==> config.mk <==
export PLATFORM = sky130hd
export DESIGN_NAME = exc_sequencer
export DESIGN_NICKNAME = d
export VERILOG_FILES = /design/src/rtl/exc_sequencer.sv
export SDC_FILE = /design/constraint.sdc
export NUM_CORES = 1
export LEC_CHECK = 0
export BUFFER_PORTS_ARGS = -buffer_cell sky130_fd_sc_hd__buf_2
export CAP_MARGIN = 30
export CORE_AREA = 2 2 39 41
export CTS_CLUSTER_DIAMETER = 80
export DETAILED_ROUTE_END_ITERATION = 12
export DIE_AREA = 0 0 41 43
export PLACE_DENSITY_LB_ADDON = 0.1
export SYNTH_ARGS = -nofsm -noshare
export SYNTH_HDL_FRONTEND = slang
export SYNTH_SLANG_ARGS = --single-unit
==> constraint.sdc <==
create_clock -name clk -period 2.75 [get_ports clk]
set_clock_uncertainty 0.1 [all_clocks]
set_input_delay 0.6875 -clock clk [delete_from_list [all_inputs] [get_ports clk]]
set_output_delay 0.6875 -clock clk [all_outputs]
set_load 0.05 [all_outputs]
==> src/rtl/exc_sequencer.sv <==
// Exception/interrupt sequencer for the single-cycle LEGv8 core: arbitrates ExtIRQ and
// NotAnInstr, drives the PC redirect, the registered cause and the acknowledge pulses.
module exc_sequencer #(
  parameter int SYNC_STAGES  = 2,
  parameter int GUARD_CYCLES = 2
) (
  input  logic       clk,
  input  logic       reset,
  input  logic       ExtIRQ,
  input  logic       NotAnInstr,
  input  logic       ERet,
  input  logic       Stall,
  output logic       Exc,
  output logic [3:0] EStatus,
  output logic       ExcAck,
  output logic       ExtIAck,
  output logic       InHandler,
  output logic       IrqPending
);

  localparam int GW = (GUARD_CYCLES > 0) ? $clog2(GUARD_CYCLES + 1) : 1;
  localparam logic [GW-1:0] GUARD_LOAD = GW'(GUARD_CYCLES);
  localparam logic [3:0] CAUSE_IRQ = 4'b0001;
  localparam logic [3:0] CAUSE_UND = 4'b0010;

  typedef enum logic [1:0] {ST_RUN, ST_TAKE, ST_HANDLER, ST_RETURN} state_t;

  state_t                 state_reg, state_next;
  logic [SYNC_STAGES-1:0] sync_reg;
  logic                   sync_prev_reg;
  logic                   pending_reg;
  logic [GW-1:0]          guard_reg;
  logic [3:0]             estatus_reg;
  logic                   irq_edge;
  logic                   irq_ok;
  logic                   exc_ack;
  logic                   ext_iack;

  assign irq_edge = sync_reg[SYNC_STAGES-1] & ~sync_prev_reg;
  assign irq_ok   = pending_reg & (guard_reg == '0);

  always_ff @(posedge clk or negedge reset) begin
    if (!reset) begin
      state_reg <= ST_RUN;
    end else begin
      state_reg <= state_next;
    end
  end

  always_comb begin
    state_next = state_reg;
    case (state_reg)
      ST_RUN:     if (!Stall && (irq_ok || NotAnInstr)) state_next = ST_TAKE;
      ST_TAKE:    if (!Stall) state_next = ST_HANDLER;
      ST_HANDLER: if (ERet) state_next = ST_RETURN;
      ST_RETURN:  state_next = ST_RUN;
      default:    state_next = ST_RUN;
    endcase
  end

  // Acks are the only outputs allowed to follow Stall combinationally.
  always_comb begin
    Exc       = (state_reg == ST_TAKE);
    InHandler = (state_reg == ST_TAKE) || (state_reg == ST_HANDLER);
    exc_ack   = (state_reg == ST_TAKE) && !Stall;
    ext_iack  = exc_ack && (estatus_reg == CAUSE_IRQ);
  end

  always_ff @(posedge clk or negedge reset) begin
    if (!reset) begin
      sync_reg      <= '0;
      sync_prev_reg <= 1'b0;
      pending_reg   <= 1'b0;
      guard_reg     <= '0;
      estatus_reg   <= 4'b0000;
    end else begin
      sync_reg      <= {sync_reg[SYNC_STAGES-2:0], ExtIRQ};
      sync_prev_reg <= sync_reg[SYNC_STAGES-1];
      // A fresh edge in the ack cycle must survive the clear.
      pending_reg   <= irq_edge | (pending_reg & ~ext_iack);

      if (state_reg == ST_HANDLER && ERet) begin
        guard_reg <= GUARD_LOAD;
      end else if (guard_reg != '0) begin
        guard_reg <= guard_reg - GW'(1);
      end

      if (state_reg == ST_RUN && state_next == ST_TAKE) begin
        estatus_reg <= irq_ok ? CAUSE_IRQ : CAUSE_UND;
      end else if (state_reg == ST_HANDLER && ERet) begin
        estatus_reg <= 4'b0000;
      end
    end
  end

  assign EStatus    = estatus_reg;
  assign ExcAck     = exc_ack;
  assign ExtIAck    = ext_iack;
  assign IrqPending = pending_reg;

endmodule

==> qor.yml, run 1 <==
ir_worst_vdd_mv: 0.723
dieWidth_um: 41
synth_area_um2: 559
cts.clk_slew.worst_paths_ps: 60
rsz0062_at_grt: "no"
grt.busiest_layer: "met2"
ys_seq_elements: 10
synth_common_cells: "10 x dfrtp_1, 7 x inv_1, 5 x ha_1, 5 x nand2_1, 3 x a21oi_1"
synth-edff-count: 0
multi_input_area_um2: 277
synth.most_common_cell: "dfrtp_1"
dr.pass1.iters: 4
tns_ps: 0
p_leak_nw: 0.327
syn_avg_cell_area_um2: 11.0
maxCapViolations: 0
synth_top_cell_by_area: "dfrtp_1"
port_buffers: 12
num_vias: 400
worstPathRequired_ps: 1960
yosysSeqAreaShare_pct: 44.7
setup_viol: 0
yosysWarnings: 0
fin_area_um2: 656
nets: 78
total_power_uw: 858
drcViolationCount: 0
r2r_slack_ps: 710
viasPerCell: 4.94
grt_pass1_vias: 378
pwr-share-seq_pct: 27.4
core_mm2: 0.00138
rr_endpoint: "EStatus[1]"
dieArea_mm2: 0.00176
layout_min_cycle_time_ps: 2450
fin_ws_ps: 296
yosysTopAreaCellShare_pct: 44.7
std_cell_rows: 14
finalCritPeriodShare_pct: 89.3
intPower_uw: 428
cp_max_fo: 5
crit_type: "flip-flop to primary output"
drv_slew: 0
swShare_pct: 50.1
max_freq_ghz: 0.407
path_cells: "inv_1 -> ha_1 -> nand2b_1 -> nor3b_2 -> buf_2"
ys_top_cells_by_area: "dfrtp_1 45%, ha_1 11%, a2111oi_4 4.9%, inv_1 4.7%, nand2_1 3.4%"
wire_per_inst_um: 11.4
start_util_pct: 40.4
path_buf_inv: 2
cts_buffers: 3
rr_startpoint: "state_reg[0]"
r2r_cells: 6
outcome: "completed"
area_delta_synth_final_pct: 17.2
drt_wl_total_um: 923
pin_count: 15
antenna_cells: 0
slowest_delay_ps: 390
p_per_area_mw_per_mm2: 1310
drt_first_iter_violations: 1
crit_path_end_kind: "primary output"
switchingPower_uw: 430
register_area_um2: 250
pwr-share-clk_pct: 11.1
cts-resized-gates: 0
cp_top_family: "buffers and inverters"
clockBufferDepth: 2
htreeDepth: 1
n_fill_cell: 133
met3_usage_pct: 9.42
timing_hold_violations_final: 0
cp_slowest_cell: "dfrtp_1"
cp_data_arrival_time_ps: 1670
gp_congestion: 0.718
pre_cts_ws_ps: 464
cts.sink_count: 10
synthCells: 51
min_path_type: "primary input to async pin"
insertion_delay_ps: 260
root_buffer: "clkbuf_4"
grt_use_total_pct: 14.0
drive_gt1_share_pct: 32.3
antenna_found_initial: 0
cts_hold_buf: 0
grt_max_degree: 11
post_dp_cell_area_um2: 633
grt.met2_usage_pct: 19.7
cts_tree: "built"
yosys_most_used_dff: "dfrtp_1"
power.share.combinational_pct: 61.5
ant_nets: 0
postCtsSetupBuffers: 0
grt_remaining_overflow: 0
grtUsageMet1_pct: 15.8
hpwl_um: 721
synth_cell_type_count: 23
grt_pass1_wl_um: 1520
start_kind: "flip-flop"
die_y_um: 43
synthArstFlopShare_pct: 100
cell usage in the layout, fill, tap and decap left out, drive strengths merged:
cell type and count:
buf 12, dfrtp 10, inv 7, nand2 5, ha 5, a21oi 4
clkbuf 3, nand2b 2, nor2 2, conb 2, o21a 2, o21ai 1
a311oi 1, nor3b 1, o22ai 1, o211ai 1, xor2 1, o31ai 1
a2111oi 1, mux2i 1, and2 1, mux2 1
worst register-to-register path: stages (launching register included):
cell and delay, ps:
dfrtp_1 430, inv_1 120, ha_1 260, nor2_1 160, o31ai_1 110, a2111oi_4 430
mux2_4 330
cell type report:
type	count	area share [%]
inverter	7	4.01
tap	16	3.05
timing repair buffer	12	9.16
clock buffer	3	3.44
sequential	10	38.2
multi-input combinational	33	42.2
cells by family (layout without fill, tap and decap cells):
group / after synthesis / count (layout) / share of synthesized area [%]
AO/OA/AOI/OAI: 12 / 12 / 20.6
XOR/XNOR: 1 / 1 / 1.57
adder cells (fa/ha/maj): 5 / 5 / 11.2
buffers and inverters: 9 / 22 / 7.38
flip-flops: 10 / 10 / 44.7
multiplexers: 2 / 2 / 4.47
other: 1 / 2 / 0.670
AND/OR/NAND/NOR: 11 / 11 / 9.40
how the worst max path moves through the flow:
stage / startpoint / end / slack (ps) / cells after the start
after global routing: state_reg[1] / ExtIAck / 190 / 5
after detailed placement: Stall / ExtIAck / 460 / 4
after global placement: Stall / ExtIAck / 470 / 4
after CTS: state_reg[1] / ExtIAck / 260 / 5
after floorplan: state_reg[1] / ExtIAck / 20 / 4
final: state_reg[1] / ExtIAck / 300 / 5
layer usage:
metal / vias to the layer above / share of wire [%]
li1: 197 / -
met4: 0 / 2.3
met3: 5 / 7.9
met1: 186 / 43
met2: 12 / 46
met5: - / 0
through the flow:
| step | hold slack (ps) | util (%) | cells |
|---|---|---|---|
| floorplan | 231 | - | 52 |
| global placement | 234 | 45.8 | 78 |
| detailed placement | 237 | 45.8 | 78 |
| CTS | 174 | 47.4 | 81 |
| global route | 187 | 47.4 | 81 |
| finish | 178 | 47.4 | 81 |
power by group through the flow:
| stage | registers, mW | clock network, mW | logic (mW) |
|---|---|---|---|
| finish | 0.235 | 0.0956 | 0.528 |
| global route | 0.240 | 0.110 | 0.576 |
| CTS | 0.235 | 0.102 | 0.533 |
| detailed placement | 0.239 | 0 | 0.529 |
| global placement | 0.238 | 0 | 0.529 |
| floorplan | 0.285 | 0 | 0.395 |
(Power assumes the default switching activity.)
==> run 2: changes to the inputs <==
==> constraint.sdc (replaced) <==
create_clock -name clk -period 2.75 [get_ports clk]
set_clock_uncertainty 0.1 [all_clocks]
set_input_delay 0.1375 -clock clk [delete_from_list [all_inputs] [get_ports clk]]
set_output_delay 0.1375 -clock clk [all_outputs]
set_load 0.05 [all_outputs]
==> run 2 against run 1 <==
  * Sequential cell count unchanged
  * Die area unchanged
  * Total power up 5.5%
  * Sequential power about the same
  * Maximum frequency up 21%
  * Cell area up 6.7%
  * Sequential share of layout area down 2.4 points
  * Global-route usage up 0.92 points
  * Combinational power about the same
  * Highest routed layer unchanged
==> qor.yml, run 2 (same netlist as run 1, synthesis figures left out) <==
crit_path_end_kind: "flip-flop"
gp_congestion: 0.766  # +6.8%
switchingPower_uw: 445  # +3.4%
hpwl_um: 725  # +0.62%
pwr-share-clk_pct: 15.4  # +4.3 points
dieArea_mm2: 0.00176  # unchanged
layout_commonest_cell: "buf_2"
std_cell_rows: 14  # unchanged
viasPerCell: 4.81  # -2.6%
maxCapViolations: 0  # unchanged
start_kind: "flip-flop"
layout_min_cycle_time_ps: 2020  # -431 ps
finalCritPeriodShare_pct: 73.6  # -16 points
min_path_type: "primary input to async pin"
cp_max_fo: 5  # unchanged
drv_slew: 0  # unchanged
multi_input_area_um2: 277  # unchanged
nets: 81  # +3.8%
core_mm2: 0.00138  # unchanged
setup_viol: 0  # unchanged
antenna_found_initial: 0  # unchanged
grt_max_degree: 11  # unchanged
die_y_um: 43  # unchanged
power.share.combinational_pct: 58.6  # -2.9 points
ant_nets: 0  # unchanged
register_area_um2: 250  # unchanged
worstPathRequired_ps: 2820  # +860 ps
cts_tree: "built"
fin_hold_ws_ps: 143  # -35.7 ps
pin_count: 15  # unchanged
dieWidth_um: 41  # unchanged
p_per_area_mw_per_mm2: 1290  # -1.1%
most-common-layout-cells: "12 x buf_2, 10 x dfrtp_1, 7 x inv_1"
grt_pass1_wl_um: 1660  # +8.7%
start_util_pct: 40.4  # unchanged
cts.clk_slew.worst_paths_ps: 70  # about the same
n_fill_cell: 138  # +3.8%
drt_first_iter_violations: 9  # +8
intPower_uw: 460  # +7.6%
drcViolationCount: 0  # unchanged
grt_remaining_overflow: 0  # unchanged
area_delta_synth_final_pct: 25.1
port_buffers: 12  # unchanged
cts-resized-gates: 0  # unchanged
num_vias: 409  # +2.3%
pwr-share-seq_pct: 25.9  # -1.5 points
insertion_delay_ps: 280  # +20 ps
htreeDepth: 1  # unchanged
cts_buffers: 3  # unchanged
root_buffer: "clkbuf_4"
grt_pass1_vias: 418  # +11%
wire_per_inst_um: 12.1  # +6.0%
max_freq_ghz: 0.494  # +21%
cp_data_arrival_time_ps: 2090  # +420 ps
ir_worst_vdd_mv: 0.689  # -4.8%
clockBufferDepth: 2  # unchanged
crit_type: "flip-flop to flip-flop"
cts.sink_count: 10  # unchanged
antenna_cells: 0  # unchanged
dr.pass1.iters: 4  # unchanged
post_dp_cell_area_um2: 633  # unchanged
drive_gt1_share_pct: 31.9  # -0.42 points
tns_ps: 0  # unchanged
drt_wl_total_um: 1030  # +11%
timing_hold_violations_final: 0  # unchanged
outcome: "completed"
p_leak_nw: 0.347  # +6.0%
swShare_pct: 49.1  # -1.0 points
grt_use_total_pct: 14.9  # +0.92 points
rsz0062_at_grt: "no"
fin_area_um2: 699  # +6.7%
## run 2: cell count changes in the layout (fill, tap and decap cells not counted)
cell / delta
dlygate4sd3_1: +3
clkbuf_8: +1
## run 2: metrics by stage
step           cells  utilization [%]  setup slack [ps]  power, mW
2_1_floorplan     52                -               425      0.680
3_3_place_gp      78             45.8               767      0.765
3_5_place_dp      78             45.8               747      0.767
4_1_cts           85             50.5               733      0.918
5_1_grt           85             50.5               613      0.968
6_report          85             50.5               727      0.905
## run 2: path summary, 6_finish.rpt
kind	cells after the start	to	slack, ps	startpoint
worst max-delay path	6	EStatus[1]	730	state_reg[0]
worst min-delay path	2	EStatus[1]	140	reset
worst max register to register	6	EStatus[1]	730	state_reg[0]
worst min register to register	0	sync_reg[1]	250	sync_reg[0]
max in group asynchronous	2	state_reg[1]	2210	reset
min in group clk	3	state_reg[0]	140	Stall
## run 2: layer usage
metal / up-vias / share of wire (%) / track usage, %
met5: - / 0 / 0
met4: 0 / 4.5 / 14.0
met3: 5 / 5.5 / 3.14
met2: 16 / 45 / 21.9
met1: 184 / 45 / 16.5
li1: 204 / - / -
## run 2: area by class of cell
class / count / area share [%]
Sequential cell: 10 / 35.8
Clock buffer: 4 / 5.19
Timing Repair Buffer: 15 / 12.9
Inverter: 7 / 3.76
Tap cell: 16 / 2.86
Multi-Input combinational cell: 33 / 39.5
## run 2: timing repair
item,in CTS,in global routing
endpoints found under the hold margin,12,0
buffers inserted,0,0
hold buffers,3,0
endpoints found under the setup margin,0,0
## run 2: worst max-delay path, cell delays in order, from the launching register on
cell,delay [ps]
dfrtp_1,430
inv_1,120
ha_1,260
nor2_1,160
o31ai_1,120
a2111oi_4,400
mux2_4,330
## run 2: power groups by stage
stage | clock network (mW) | logic, mW | registers (mW)
2_1_floorplan | 0 | 0.395 | 0.285
3_3_place_gp | 0 | 0.528 | 0.237
3_5_place_dp | 0 | 0.528 | 0.239
4_1_cts | 0.147 | 0.534 | 0.236
5_1_grt | 0.149 | 0.574 | 0.244
6_report | 0.139 | 0.531 | 0.235
